`src/rtl/reg_file.sv`:
```
// 32 x DATA_WIDTH register file for the single-cycle RISC-V datapath: two combinational
// read ports, one write port, x0 hardwired to zero, x10 (a0) exported. Macro REGFILE_BYPASS_EN enables write-first forwarding.
module reg_file #(
    parameter int ADDRESS_WIDTH = 5,
    parameter int DATA_WIDTH    = 32
) (
    input  logic                     clk,
    input  logic                     rst,
    input  logic [ADDRESS_WIDTH-1:0] AD1,
    input  logic [ADDRESS_WIDTH-1:0] AD2,
    input  logic [ADDRESS_WIDTH-1:0] AD3,
    input  logic                     WE3,
    input  logic [DATA_WIDTH-1:0]    WD3,
    output logic [DATA_WIDTH-1:0]    RD1,
    output logic [DATA_WIDTH-1:0]    RD2,
    output logic [DATA_WIDTH-1:0]    a0
);

    localparam int                     DEPTH  = 2 ** ADDRESS_WIDTH;
    localparam logic [ADDRESS_WIDTH-1:0] A0_IDX = ADDRESS_WIDTH'(10);

    logic [DATA_WIDTH-1:0] r_regs [0:DEPTH-1];

    always_ff @(posedge clk or posedge rst) begin
        if (rst) begin
            for (int i = 0; i < DEPTH; i++) begin
                r_regs[i] <= '0;
            end
        end else if (WE3 && (AD3 != '0)) begin
            r_regs[AD3] <= WD3;
        end
    end

`ifdef REGFILE_BYPASS_EN
    // A live write forwards WD3 to any port reading the same register; x0 and reset never forward.
    logic w_wr_live;
    assign w_wr_live = WE3 && (AD3 != '0) && !rst;

    assign RD1 = (AD1 == '0)                 ? '0  :
                 (w_wr_live && (AD1 == AD3)) ? WD3 : r_regs[AD1];
    assign RD2 = (AD2 == '0)                 ? '0  :
                 (w_wr_live && (AD2 == AD3)) ? WD3 : r_regs[AD2];
    assign a0  = (w_wr_live && (AD3 == A0_IDX)) ? WD3 : r_regs[A0_IDX];
`else
    assign RD1 = (AD1 == '0) ? '0 : r_regs[AD1];
    assign RD2 = (AD2 == '0) ? '0 : r_regs[AD2];
    assign a0  = r_regs[A0_IDX];
`endif

endmodule

```
`config.mk`:
```
export PLATFORM = sky130hd
export DESIGN_NAME = reg_file
export DESIGN_NICKNAME = d
export VERILOG_FILES = /design/src/rtl/reg_file.sv
export SDC_FILE = /design/constraint.sdc
export NUM_CORES = 2
export LEC_CHECK = 0
export ABC_AREA = 1
export BUFFER_PORTS_ARGS = -buffer_cell sky130_fd_sc_hd__buf_2
export CORE_UTILIZATION = 51
export DETAILED_ROUTE_END_ITERATION = 10
export PLACE_DENSITY = 0.67
export REMOVE_ABC_BUFFERS = 1
export SYNTH_ARGS = -nofsm -noshare
export SYNTH_HDL_FRONTEND = slang
export SYNTH_SLANG_ARGS = --single-unit
```
`constraint.sdc`:
```
create_clock -name clk -period 93.7 [get_ports clk]
set_input_delay 18.74 -clock clk [delete_from_list [all_inputs] [get_ports clk]]
set_output_delay 18.74 -clock clk [all_outputs]
set_load 0.005 [all_outputs]
```
==> flow_summary.toml <==
[sta]
fmax_mhz = 24.4
fin_ws_ns = 52.68
hold_viol_final = 0
slew_viol_final = 0
max_slew.worst_pin.slew_ns = 1.24
setup_tns_ns = 0
relSlewSlack_pct = 17.5
period_needed_ns = 41.02
setup_viol = 0
skew_ns = 0
rsz0062_at_grt = "false"
fin_crit_sh_pct = 43.8

[global_route]
grt_max_degree = 203
grt_overflow = 0
antenna_found_initial = 6
grt_util_all_layers_pct = 37.4
grt_pass1_vias = 52200
grt_first_pass_wirelength_mm = 324

[layout]
final_common_cell = "nand2_1"
drive_gt1_share_pct = 5.65
fin_nets = 7994
regArea_um2 = 25600
final_cell_mix = "2,983 x nand2_1, 1,268 x o21ai_0, 1,024 x dfrtp_1"
multiInputGateArea_um2 = 27400
area_delta_synth_final_pct = 7.59
fill_cells = 10800

[worst_setup_path]
startpoint = "AD2[0]"
critPathKind = "input pin to output port"
r2r-start = "a0[2]"
cp-endpoint = "RD2[2]"
crit_path_start_kind = "input pin"
cp.arrival_ns = 22.28
rr_worst_depth = 2
end_kind = "output port"
rrSetupSlack_ns = 92.83
worst-path-max-fanout = 157
cp_data_required_time_ns = 74.96
r2r_end = "a0[2]"

[drt]
vias_per_cell = 6.02
wl_mm = 214
via_count = 57300
ant_nets = 0
wire_per_inst_um = 22.5
firstDrtPassIters = 10
drc_errors = 0
first_iter_violations = 8460

[logic_synthesis]
synth_cell_types = 23
avgSynthCellArea_um2 = 6.82
yosys_warnings = 0
ys_seq_elements = 1024
async_flop_share_pct = 100
netlist_instances = 8357
syn_area_um2 = 57000
synth_edf_count = 0
synthFlopType = "dfrtp_1"
ys_seq_area_share_pct = 44.9

[power_and_ir_drop]
p_leak_nw = 29.4
power.share.sequential_pct = 44.9
p_per_area_nw_per_um2 = 21.4
p_sw_share_pct = 31.6
pwr-share-comb_pct = 18.7
vdd_drop_max_uv = 17.7
p_int_uw = 897
clkPwrFrac_pct = 36.4
switching_power_uw = 413

[die]
die_area_um2 = 113000
die_h_um = 336
num_io_pins = 146
initial_core_util_pct = 51.4
core_um2 = 111000
num_rows = 122
fp.dieW_um = 336

[clocking]
cts_sinks = 1024
htreeDepth = 3
clk-insertion-delay-late_ns = 0.71
cts.repair.resized = 0
path_clk_slew_ns = 0.06
root_buffer = "clkbuf_16"
cts_hold_repair.buffers = 0
ctsLongestPathBuffers = 3
post_cts_buffers = 0
tritoncts = "built"
cts_buffers = 115

[placed_design]
finalWeightedCongestion = 0.848
port_buffers = 145
dp_slack_ns = 52.77
dp_hpwl_mm = 106

[flow_run]
maxCapViolations = 0

[outcome]
outcome = "finished clean"

[min_path]
min_path_cells = 0
hold_path_class = "flop to flop"
## power groups by stage
stage | clock (mW) | combinational (mW) | sequential (mW)
6_report | 0.477 | 0.245 | 0.588
5_1_grt | 0.497 | 0.281 | 0.598
4_1_cts | 0.480 | 0.243 | 0.586
3_5_place_dp | 0 | 0.241 | 0.592
3_3_place_gp | 0 | 0.235 | 0.590
2_1_floorplan | 0 | 0.169 | 0.580
## metrics by stage
stage	cells	cell area, µm²	hold slack [ns]	utilization (%)	total power, mW
after floorplan	7608	53900	0.374	-	0.749
after global placement	9315	57400	0.386	51.8	0.825
after detailed placement	9315	57400	0.388	51.8	0.833
after CTS	9518	61300	0.401	55.3	1.31
after global routing	9518	61300	0.412	55.3	1.38
final	9519	61300	0.398	55.3	1.31
## worst max-delay path, cell delays in order
cell and delay, ns:
buf_8 0.24, inv_8 0.76, buf_4 0.95, nand2_1 0.12, nand3_1 0.11, nand3_1 0.09
nand2_1 0.11, nand2_1 0.05, nand3_1 0.11, nand2_1 0.05, nor2_1 0.42, buf_2 0.21
## registers in the layout, summed over array words and instances, names as in the netlist
register  flops
r_regs      992
a0           32
## cells in the mapped netlist, types with 4 or more instances
cell / number / area [µm²]
inv_1: 266 / 998
o21ai_1: 70 / 350
nand2_2: 4 / 25.0
a21oi_1: 190 / 951
buf_4: 35 / 263
nor2_4: 4 / 45.0
buf_1: 56 / 210
clkbuf_1: 528 / 1980
nand3_1: 981 / 4910
o211ai_1: 84 / 631
nor2_1: 685 / 2570
nand2_1: 3006 / 11300
buf_2: 130 / 651
o21ai_0: 1268 / 6350
inv_2: 10 / 37.5
dfrtp_1: 1024 / 25600
nor3_2: 7 / 70.1
clkinv_1: 4 / 15.0
## per-layer routing
metal | routed length (µm) | track usage, %
met1 | 85800 | 51.4
met2 | 93400 | 57.1
met3 | 24600 | 7.49
met4 | 10300 | 16.9
met5 | 26 | 0
## cells by family (layout without fill, tap and decap cells)
group           Yosys count  count (layout)  share of synthesized area, %
other cells               0               1                             0
flops                  1024            1024                          44.9
simple gates           4692            4692                          33.2
buf+inv                1029             702                          7.29
compound gates         1612            1612                          14.5
## worst min path at each step
stage | startpoint | endpoint | slack (ns)
floorplan | r_regs[1008] | r_regs[1008] | 0.37
global placement | r_regs[1017] | r_regs[1017] | 0.39
detailed placement | r_regs[1020] | r_regs[1020] | 0.39
CTS | r_regs[1020] | r_regs[1020] | 0.40
global route | r_regs[1004] | r_regs[1004] | 0.41
finish | r_regs[1020] | r_regs[1020] | 0.40
## cell type report
| type | count | share of cell area [%] |
|---|---|---|
| antenna | 1 | 0.00408 |
| sequential | 1024 | 41.8 |
| clock inverter | 32 | 0.863 |
| multi-input combinational | 6304 | 44.7 |
| clock buffer | 171 | 5.53 |
| timing repair buffer | 219 | 2.30 |
| inverter | 280 | 1.79 |
| tap | 1488 | 3.04 |
Power figures use the tool's default switching activity.
